### config.mk
export PLATFORM = sky130hd
export DESIGN_NAME = fp_divider
export DESIGN_NICKNAME = d
export VERILOG_FILES = /design/src/rtl/fp_pkg.sv /design/src/rtl/fp_div_mant_core.sv /design/src/rtl/fp_divider.sv
export SDC_FILE = /design/constraint.sdc
export NUM_CORES = 1
export LEC_CHECK = 0
export BUFFER_PORTS_ARGS = -buffer_cell sky130_fd_sc_hd__buf_2
export CAP_MARGIN = 0
export CORE_MARGIN = 2
export CORE_UTILIZATION = 50
export DETAILED_ROUTE_END_ITERATION = 10
export PLACE_DENSITY = 0.77
export SYNTH_ARGS = -nofsm -noshare
export SYNTH_HDL_FRONTEND = slang
export SYNTH_SLANG_ARGS = --single-unit
### constraint.sdc
create_clock -name clk -period 6.8 [get_ports clk]
set_input_delay 0.68 -clock clk [delete_from_list [all_inputs] [get_ports clk]]
set_output_delay 0.68 -clock clk [all_outputs]
set_load 0.01 [all_outputs]
### src/rtl/fp_pkg.sv
// fp_pkg: shared IEEE-754 single-precision format types and constants for the FP datapath.
package fp_pkg;

    typedef struct packed {
        logic        sign;
        logic [7:0]  exp;
        logic [22:0] man;
    } fp32_t;

    typedef enum logic [1:0] {IDLE, DIVIDE, NORM, DONE} fpdiv_state_t;

    localparam int          FP_BIAS      = 127;
    localparam int          FP_EXP_MAX   = 255;
    localparam logic [31:0] FP_QNAN      = 32'h7FC00000;
    localparam int          FP_DIV_QBITS = 26;

endpackage

### src/rtl/fp_div_mant_core.sv
// fp_div_mant_core: radix-2 restoring divide of two 24-bit significands, one quotient bit per clock.
module fp_div_mant_core
    import fp_pkg::*;
(
    input  logic        clk,
    input  logic        rst_n,
    input  logic        start,
    input  logic [23:0] ma,
    input  logic [23:0] mb,
    output logic [25:0] q,
    output logic        rem_nz,
    output logic        done
);

    logic [24:0] rem_q, rem_d, rem_n;
    logic [23:0] div_q, div_d;
    logic [25:0] q_q, q_d;
    logic [4:0]  cnt_q, cnt_d;
    logic        run_q, run_d;
    logic [25:0] diff;
    logic        ge;

    // done marks the edge that produces the last quotient bit
    always_comb begin
        diff  = {1'b0, rem_q} - {2'b0, div_q};
        ge    = ~diff[25];
        rem_n = ge ? diff[24:0] : rem_q;
        done  = run_q && (cnt_q == 5'(FP_DIV_QBITS - 1));
        rem_d = rem_q;
        div_d = div_q;
        q_d   = q_q;
        cnt_d = cnt_q;
        run_d = run_q;
        if (start) begin
            rem_d = {1'b0, ma};
            div_d = mb;
            q_d   = '0;
            cnt_d = '0;
            run_d = 1'b1;
        end else if (run_q) begin
            rem_d = rem_n << 1;
            q_d   = {q_q[24:0], ge};
            cnt_d = cnt_q + 5'd1;
            run_d = ~done;
        end
    end

    always_ff @(posedge clk or negedge rst_n) begin
        if (!rst_n) begin
            rem_q <= '0;
            div_q <= '0;
            q_q   <= '0;
            cnt_q <= '0;
            run_q <= 1'b0;
        end else begin
            rem_q <= rem_d;
            div_q <= div_d;
            q_q   <= q_d;
            cnt_q <= cnt_d;
            run_q <= run_d;
        end
    end

    assign q      = q_q;
    assign rem_nz = rem_q != '0;

endmodule

### src/rtl/fp_divider.sv
// fp_divider: sequential IEEE-754 single divider (subnormals flushed), truncating by default.
// Define FP_DIV_ROUND_NEAREST_EN for round-to-nearest-even.
module fp_divider
    import fp_pkg::*;
(
    input  logic        clk,
    input  logic        rst_n,
    input  logic        in_valid,
    output logic        in_ready,
    input  logic [31:0] A,
    input  logic [31:0] B,
    output logic        out_valid,
    input  logic        out_ready,
    output logic [31:0] Result,
    output logic        busy
);

    fp32_t              fa, fb;
    logic               za, zb, ia, ib, na, nb, s;
    logic               is_nan, is_inf, is_zero, accept;
    fpdiv_state_t       state_q, state_d;
    logic               sign_q, sign_d, spec_q, spec_d;
    logic [31:0]        spec_res_q, spec_res_d, result_q, result_d;
    logic [9:0]         e_q, e_d;
    logic               out_valid_q, out_valid_d, in_ready_q, in_ready_d, busy_q, busy_d;
    logic [25:0]        q;
    logic               rem_nz, core_done;
    logic [22:0]        mant, mant_r;
    logic               guard, sticky;
    logic signed [9:0]  e_n, e_r;
    logic [31:0]        norm_res;

    fp_div_mant_core u_core (
        .clk    (clk),
        .rst_n  (rst_n),
        .start  (accept),
        .ma     ({1'b1, fa.man}),
        .mb     ({1'b1, fb.man}),
        .q      (q),
        .rem_nz (rem_nz),
        .done   (core_done)
    );

    always_comb begin
        fa      = A;
        fb      = B;
        za      = fa.exp == 8'd0;
        zb      = fb.exp == 8'd0;
        ia      = fa.exp == 8'(FP_EXP_MAX) && fa.man == 23'd0;
        ib      = fb.exp == 8'(FP_EXP_MAX) && fb.man == 23'd0;
        na      = fa.exp == 8'(FP_EXP_MAX) && fa.man != 23'd0;
        nb      = fb.exp == 8'(FP_EXP_MAX) && fb.man != 23'd0;
        s       = fa.sign ^ fb.sign;
        is_nan  = na | nb | (za & zb) | (ia & ib);
        is_inf  = ia | zb;
        is_zero = za | ib;
        accept  = in_valid && in_ready_q;
        // q[25] is the integer bit; without it the quotient is in [0.5,1)
        mant    = q[25] ? q[24:2] : q[23:1];
        guard   = q[25] ? q[1] : q[0];
        sticky  = rem_nz | (q[25] & q[0]);
        e_n     = q[25] ? $signed(e_q) : $signed(e_q) - 10'sd1;
    end

`ifdef FP_DIV_ROUND_NEAREST_EN
    logic [23:0] mant_sum;
    always_comb begin
        mant_sum = {1'b0, mant} + {23'd0, guard && (sticky || mant[0])};
        mant_r   = mant_sum[22:0];
        e_r      = e_n + (mant_sum[23] ? 10'sd1 : 10'sd0);
    end
`else
    logic round_unused;
    assign round_unused = guard ^ sticky;
    assign mant_r       = mant;
    assign e_r          = e_n;
`endif

    always_comb begin
        norm_res    = e_r >= $signed(10'(FP_EXP_MAX)) ? {sign_q, 8'hFF, 23'd0} :
                      e_r <= 10'sd0 ? {sign_q, 31'd0} : {sign_q, e_r[7:0], mant_r};
        state_d     = state_q;
        sign_d      = sign_q;
        spec_d      = spec_q;
        spec_res_d  = spec_res_q;
        e_d         = e_q;
        result_d    = result_q;
        out_valid_d = out_valid_q;
        case (state_q)
            IDLE: if (accept) begin
                sign_d     = s;
                e_d        = {2'b0, fa.exp} - {2'b0, fb.exp} + 10'(FP_BIAS);
                spec_d     = is_nan | is_inf | is_zero;
                spec_res_d = is_nan ? FP_QNAN : is_inf ? {s, 8'hFF, 23'd0} : {s, 31'd0};
                state_d    = spec_d ? NORM : DIVIDE;
            end
            DIVIDE: state_d = core_done ? NORM : DIVIDE;
            NORM: begin
                result_d    = spec_q ? spec_res_q : norm_res;
                out_valid_d = 1'b1;
                state_d     = DONE;
            end
            DONE: if (out_ready) begin
                out_valid_d = 1'b0;
                state_d     = IDLE;
            end
        endcase
        in_ready_d = state_d == IDLE;
        busy_d     = state_d == DIVIDE || state_d == NORM;
    end

    always_ff @(posedge clk or negedge rst_n) begin
        if (!rst_n) begin
            state_q     <= IDLE;
            sign_q      <= 1'b0;
            spec_q      <= 1'b0;
            spec_res_q  <= '0;
            e_q         <= '0;
            result_q    <= '0;
            out_valid_q <= 1'b0;
            in_ready_q  <= 1'b1;
            busy_q      <= 1'b0;
        end else begin
            state_q     <= state_d;
            sign_q      <= sign_d;
            spec_q      <= spec_d;
            spec_res_q  <= spec_res_d;
            e_q         <= e_d;
            result_q    <= result_d;
            out_valid_q <= out_valid_d;
            in_ready_q  <= in_ready_d;
            busy_q      <= busy_d;
        end
    end

    assign in_ready  = in_ready_q;
    assign out_valid = out_valid_q;
    assign Result    = result_q;
    assign busy      = busy_q;

endmodule

* Word level (Yosys, flattened, before mapping)
Index checks and enable logic that the tools add are counted.
** Word-level totals
- Register bits :: 162
- Input port bits :: 68
- Output and inout bits :: 35
- Word-level logic and storage cells :: 84
** Operators by class
- Add/subtract/negate cells :: 5
- $lt $le $gt $ge :: 2
- Eq/ne operators :: 9
- Multiplexer cells :: 23
- Bitwise gates (word level) :: 12
- Reductions and logical operators :: 19
** Operator list (number)
- 31-bit 2-to-1 mux :: 3
- 32-bit 2-to-1 mux :: 2
- 26-bit 2-to-1 mux :: 2
- 25-bit 2-to-1 mux :: 2
- 23-bit logical NOT :: 2
- 23-bit nonzero test :: 2
- 25-bit by 24-bit subtractor with 26-bit output :: 1
- 24-bit 2-to-1 mux :: 1
- 23-bit 2-to-1 mux :: 1
- 8-bit == test (second input constant) :: 2
- 8-bit logical NOT :: 2
- 9-bit by 8-bit adder with 10-bit output (second input constant) :: 1
- 10-bit by 9-bit greater-or-equal comparator with 1-bit output (second input constant) :: 1
- 10-bit by 1-bit less-or-equal comparator with 1-bit output (second input constant) :: 1
- 10-bit 2-to-1 mux :: 1
- 5-bit 2-to-1 mux :: 2
- 10-bit by 2-bit subtractor with 10-bit output (second input constant) :: 1
- 8-bit by 8-bit subtractor with 9-bit output :: 1
- 2-bit 2-to-1 mux :: 4
- 2-bit case mux with 4 select lines :: 1
- 1-bit OR :: 7
- 2-bit == test (second input constant) :: 3
- 1-bit logical AND :: 6
- 5-bit by 1-bit adder with 5-bit output (second input constant) :: 1
- other kinds (12) :: 20

* Logic depth before layout (Yosys ltp)
- Depth after elaboration :: 12
- Depth in mapped cells :: 12
- Gate-level depth less buffers :: 12

* Cells and area by module
From an unflattened synthesis, not the netlist that was laid out.
** Second synthesis, totals
- Cell total of the unflattened synthesis :: 936
- Area, all modules :: 8534.4 sq um
** Modules (own cells, without submodules)
- fp_div_mant_core :: instances 1, cells an instance 565, area each 5103.6 sq um, sequential area each 2026.9 sq um
- fp_divider :: instances 1, cells an instance 371, area each 3430.8 sq um, sequential area each 1302.5 sq um

* Worst setup path before layout
OpenSTA, ideal clock, no wires.
- Path kind :: reg-to-reg
- Start point :: register e_q[5]
- End point :: register result_q[22] (netlist: Result[22])
- Library setup time :: 77 ps
- Data arrival time :: 2634 ps
- Required time :: 6723 ps
- Slack :: 4088 ps
- Stages on the path, launching flop included :: 8
- Buffers on the path :: 0
- Period minus slack after synthesis :: 2712 ps
- Path through :: dfrtp_1 -> or3_4 -> or3_4 -> or4_4 -> xor2_2 -> o311ai_0 -> or3_1 -> a21oi_1
** Between the ends
- Longest elaborated chain between the ends :: 6
- Elaborated cells on any way between the ends :: 7
- Those cells by class :: add/sub: 1; order compare: 2; mux: 4
** Ends and longest elaborated chain
- start, declared :: RTL line fp_divider.sv:24 : logic [9:0] e_q, e_d;
- start signal, assigned :: RTL line fp_divider.sv:118 : e_q <= '0;
- start signal, assigned :: RTL line fp_divider.sv:128 : e_q <= e_d;
- 10-bit by 2-bit subtractor with 10-bit output :: RTL line fp_divider.sv:62 : e_n = q[25] ? $signed(e_q) : $signed(e_q) - 10'sd1;
- 10-bit 2-to-1 mux * :: RTL line fp_divider.sv:62
- 10-bit by 1-bit less-or-equal comparator with 1-bit output :: RTL line fp_divider.sv:81 : e_r <= 10'sd0 ? {sign_q, 31'd0} : {sign_q, e_r[7:0], mant_r};
- 31-bit 2-to-1 mux :: RTL line fp_divider.sv:81
- 31-bit 2-to-1 mux * :: RTL line fp_divider.sv:80 : norm_res = e_r >= $signed(10'(FP_EXP_MAX)) ? {sign_q, 8'hFF, 23'd0} :
- 32-bit 2-to-1 mux * :: RTL line fp_divider.sv:99 : result_d = spec_q ? spec_res_q : norm_res;
- end signal, assigned :: RTL line fp_divider.sv:129 : result_q <= result_d;
- end, declared :: RTL line fp_divider.sv:23 : logic [31:0] spec_res_q, spec_res_d, result_q, result_d;
Mark *: on every way between the ends. The rest lies on a longest branch, timed or not.
A chain may end at the register's enable or synchronous reset.

* Final worst setup path
- Start point :: register u_core.rem_q[0]
- End point :: register u_core.rem_q[23]
** Between the ends
- Longest elaborated chain between the ends :: 4
** Ends and longest elaborated chain
- start, declared :: RTL line fp_div_mant_core.sv:15 : logic [24:0] rem_q, rem_d, rem_n;
- start signal, assigned :: RTL line fp_div_mant_core.sv:56 : rem_q <= rem_d;
- 25-bit by 24-bit subtractor with 26-bit output :: RTL line fp_div_mant_core.sv:25 : diff = {1'b0, rem_q} - {2'b0, div_q};
- 24-bit 2-to-1 mux :: RTL line fp_div_mant_core.sv:27 : rem_n = ge ? diff[24:0] : rem_q;
- 25-bit 2-to-1 mux :: RTL line fp_div_mant_core.sv:40 : end else if (run_q) begin
- 25-bit 2-to-1 mux :: RTL line fp_div_mant_core.sv:34 : if (start) begin
Every way passes these cells. The select of a mux whose other input is x is not followed.

==> qor.tcl <==
set qor(postSynthNetCount) 978
set qor(route.final.wire_length_um) 18100
set qor(drt_first_pass_iters) 4
set qor(worst_ep_required_time_ps) 7090
set qor(core_area_um2) 15800
set qor(pin_count) 103
set qor(synth-edff-count) 0
set qor(cts_tree) {yes}
set qor(nets) 1062
set qor(vias) 6618
set qor(p_switching_mw) 1.98
set qor(area_added_between_synthesis_and_finish_pct) 15.8
set qor(critical_path.startpoint_type) {register}
set qor(die_area_um2) 17100
set qor(cp.arrival_ps) 3360
set qor(timing_hold_violations_final) 0
set qor(worst_slew_pin_slew_ps) 977
set qor(die_width_um) 131
set qor(clockBufferDepth) 2
set qor(number_of_buffers_created_by_cts) 17
set qor(synth_area_per_cell_um2) 9.24
set qor(fillCellCount) 1376
set qor(grt_first_pass_wirelength_um) 29900
set qor(netlist.top_cell.by_area) {sky130_fd_sc_hd__dfrtp_1}
set qor(ys_dominant_reg_cell) {sky130_fd_sc_hd__dfrtp_1}
set qor(clock_tree.root_cell) {sky130_fd_sc_hd__clkbuf_16}
set qor(critical_path_peak_fanout) 4
set qor(pre_cts_slack_ps) 3800
set qor(run_status) {complete, no violations}
set qor(combinationalPowerShare) 0.515
set qor(cts_hold_repair.buffers) 0
set qor(number_of_different_library_cells_in_the_post_synthesis_netlist) 67
set qor(reg2reg_depth) 11
set qor(power_frac_clock) 0.196
set qor(antenna_found_initial) 0
set qor(synth.yosys.seq_area_share) 0.414
set qor(detail-route-antenna-nets) 0
set qor(synth.cell_area_um2) 8050
set qor(cp-end-kind) {register}
set qor(finalWorstPathRequiredPeriod_ps) 3070
set qor(synthesis.yosys.warnings) 0
set qor(core.rowCount) 46
set qor(netlist_top_cells_area) {sky130_fd_sc_hd__dfrtp_1 41%, sky130_fd_sc_hd__mux2i_1 8.8%, sky130_fd_sc_hd__ha_1 5.8%}
set qor(timing_max_transition_violations_final) 0
set qor(reg2reg_setup_slack_ps) 3730
set qor(headroom_to_the_max_slew_limit) 0.349
set qor(dp_hpwl_um) 13000
set qor(timing.setup.tns_ps) 0
set qor(synthCells) 871
set qor(rsz0062_at_grt) {no}
set qor(number_of_global_route_vias_before_repair) 6230
set qor(setup_slack_ps) 3730
set qor(avgRoutedWirePerCell_um) 15.3
set qor(synth_largest_type_area_fraction) 0.411
set qor(drt_drc_violations_left) 0
set qor(fraction_of_registers_with_async_set_or_reset_after_synthesis) 1.00
set qor(clock_skew_ps) 11.0
set qor(power_frac_seq) 0.288
set qor(initialDrtViolationCount) 478
set qor(fin_hold_ws_ps) 223
set qor(cts_setup_buffers) 0
set qor(cts-htree-levels) 4
set qor(worst_setup_path_startpoint) {u_core.rem_q[0]}
set qor(ctsResizeCount) 0
set qor(p_leak_nw) 4.42
set qor(timing.final.setup_violations) 0
set qor(post-route-period-util) 0.451
set qor(die_h_um) 131
set qor(vias_cell) 5.59
set qor(power.density_nw_per_um2) 509
set qor(fmax_mhz) 326
set qor(peakVddDrop_mv) 0.247
set qor(grt_util_all_layers) 0.222
set qor(timing_worst_setup_path_type) {reg -> reg}
set qor(grt_max_degree) 106
set qor(hold_path.class) {in -> async}
set qor(cellInternalPower_mw) 2.76
set qor(globalRouteOverflowTotal) 0
set qor(numClockSinks) 133
set qor(initial_core_util) 0.508
set qor(numPortBuffers) 102
set qor(path_clk_slew_ps) 60
set qor(timing.rr.end) {u_core.rem_q[23]}
set qor(worstSkewPairLatency_ps) 430
set qor(max_cap_viol_count) 0
set qor(place.gp.congestion) 0.892
set qor(insertedDiodeCount) 0
set qor(ys_ff_latch) 133
set qor(power_switching_share) 0.418
set qor(drive_gt1_frac) 0.185
set qor(worst_r2r_startpoint) {u_core.rem_q[0]}
[layer usage]
metal | share of wire | vias to the layer above | GRT usage
li1 | - | 3252 | -
met1 | 0.46 | 3189 | 0.293
met2 | 0.47 | 150 | 0.366
met3 | 0.048 | 27 | 0.0399
met4 | 0.018 | 0 | 0.0820
met5 | 0 | - | 0
[synthesized netlist by cell type (all sizes together), types with 4 or more instances]
cell type / instances
a211oi: 5
a21boi: 5
a21o: 11
a21oi: 49
a31oi: 7
and2: 5
and3: 4
buf: 10
clkbuf: 34
dfrtp: 132
ha: 37
inv: 47
mux2i: 71
nand2: 92
nand2b: 5
nand3: 9
nand4: 10
nor2: 66
nor2b: 7
nor3: 12
nor3b: 20
nor4: 13
o211ai: 5
o21a: 13
o21ai: 100
o31a: 4
o31ai: 6
or3: 12
or4: 5
xnor2: 23
xor2: 15
[cell usage in the layout (no fill, tap or decap), types with 6 or more instances in the layout]
cell                        instances
sky130_fd_sc_hd__clkbuf_16         17
sky130_fd_sc_hd__nor2_1            66
sky130_fd_sc_hd__xor2_1            14
sky130_fd_sc_hd__nor3_1            12
sky130_fd_sc_hd__a31oi_1            7
sky130_fd_sc_hd__dfrtp_1          131
sky130_fd_sc_hd__xnor2_1           23
sky130_fd_sc_hd__a21o_1            11
sky130_fd_sc_hd__o21a_1            13
sky130_fd_sc_hd__inv_1             47
sky130_fd_sc_hd__nor2b_1            7
sky130_fd_sc_hd__nor4_1            13
sky130_fd_sc_hd__o21ai_2           20
sky130_fd_sc_hd__o31ai_1            6
sky130_fd_sc_hd__mux2i_1           71
sky130_fd_sc_hd__buf_2            101
sky130_fd_sc_hd__nand4_1           10
sky130_fd_sc_hd__buf_4              7
sky130_fd_sc_hd__ha_1              37
sky130_fd_sc_hd__or3_1             10
sky130_fd_sc_hd__a21oi_1           49
sky130_fd_sc_hd__nand2_1           92
sky130_fd_sc_hd__nand3_1            9
sky130_fd_sc_hd__nor3b_1           20
sky130_fd_sc_hd__o21ai_0           77
[final cells by class]
type / count / area (um^2) / share of cell area
Clock buffer: 18 / 439 / 0.0471
Tap cell: 216 / 270 / 0.0290
Multi-Input combinational cell: 647 / 4370 / 0.469
Inverter: 47 / 176 / 0.0189
Sequential cell: 133 / 3330 / 0.357
Clock inverter: 14 / 164 / 0.0176
Timing Repair Buffer: 109 / 569 / 0.0611
[per-stage QoR]
step | util | std cells | area, um^2 | power (mW)
2_1_floorplan | - | 871 | 8050 | 3.26
3_3_place_gp | 0.551 | 1152 | 8720 | 3.72
3_5_place_dp | 0.551 | 1152 | 8720 | 3.79
4_1_cts | 0.589 | 1184 | 9320 | 4.75
5_1_grt | 0.589 | 1184 | 9320 | 5.13
6_report | 0.589 | 1184 | 9320 | 4.75
[power groups by stage]
stage | Clock [mW] | Sequential, mW | Combinational, mW
2_1_floorplan | 0 | 1.30 | 1.96
4_1_cts | 0.946 | 1.37 | 2.44
6_report | 0.932 | 1.37 | 2.45
3_3_place_gp | 0 | 1.37 | 2.36
5_1_grt | 0.986 | 1.41 | 2.73
3_5_place_dp | 0 | 1.38 | 2.41
[worst max-delay path by stage]
| stage | endpoint | slack (ps) | cells after the start |
|---|---|---|---|
| after floorplan | Result[22] | 4090 | 7 |
| after global placement | Result[0] | 3840 | 8 |
| after detailed placement | Result[0] | 3800 | 11 |
| after CTS | Result[22] | 3790 | 7 |
| after global routing | Result[0] | 3540 | 11 |
| final | u_core.rem_q[23] | 3730 | 11 |
[worst max-delay path, stage by stage (launching register included)]
cell	delay (ps)
sky130_fd_sc_hd__dfrtp_1	360
sky130_fd_sc_hd__inv_1	100
sky130_fd_sc_hd__ha_1	210
sky130_fd_sc_hd__fa_1	220
sky130_fd_sc_hd__nor2b_1	80
sky130_fd_sc_hd__o31ai_1	460
sky130_fd_sc_hd__a211oi_1	250
sky130_fd_sc_hd__nor4b_1	640
sky130_fd_sc_hd__o31ai_1	150
sky130_fd_sc_hd__a21oi_1	210
sky130_fd_sc_hd__xor2_1	160
sky130_fd_sc_hd__a31oi_1	90
[registers in the layout, summed over array words and instances (netlist names)]
name,cells
busy,1
state_q,2
u_core.cnt_q,5
out_valid,1
u_core.q,26
spec_res_q,3
u_core.rem_q,25
spec_q,1
e_q,10
u_core.run_q,1
u_core.div_q,24
in_ready,1
Result,32
sign_q,1
[cells by family (layout without fill, tap and decap cells)]
logic type,after synthesis,after routing,synth area share
DFF,133,133,0.414
AOI/OAI and AO/OA,225,225,0.178
adders and majority gates,39,39,0.0625
xor gates and xnor gates,38,38,0.0423
and+or+nand+nor,272,272,0.167
muxes,73,73,0.0911
buffers and inverters,91,188,0.0446
No activity file was read; power rests on OpenSTA's default activity.
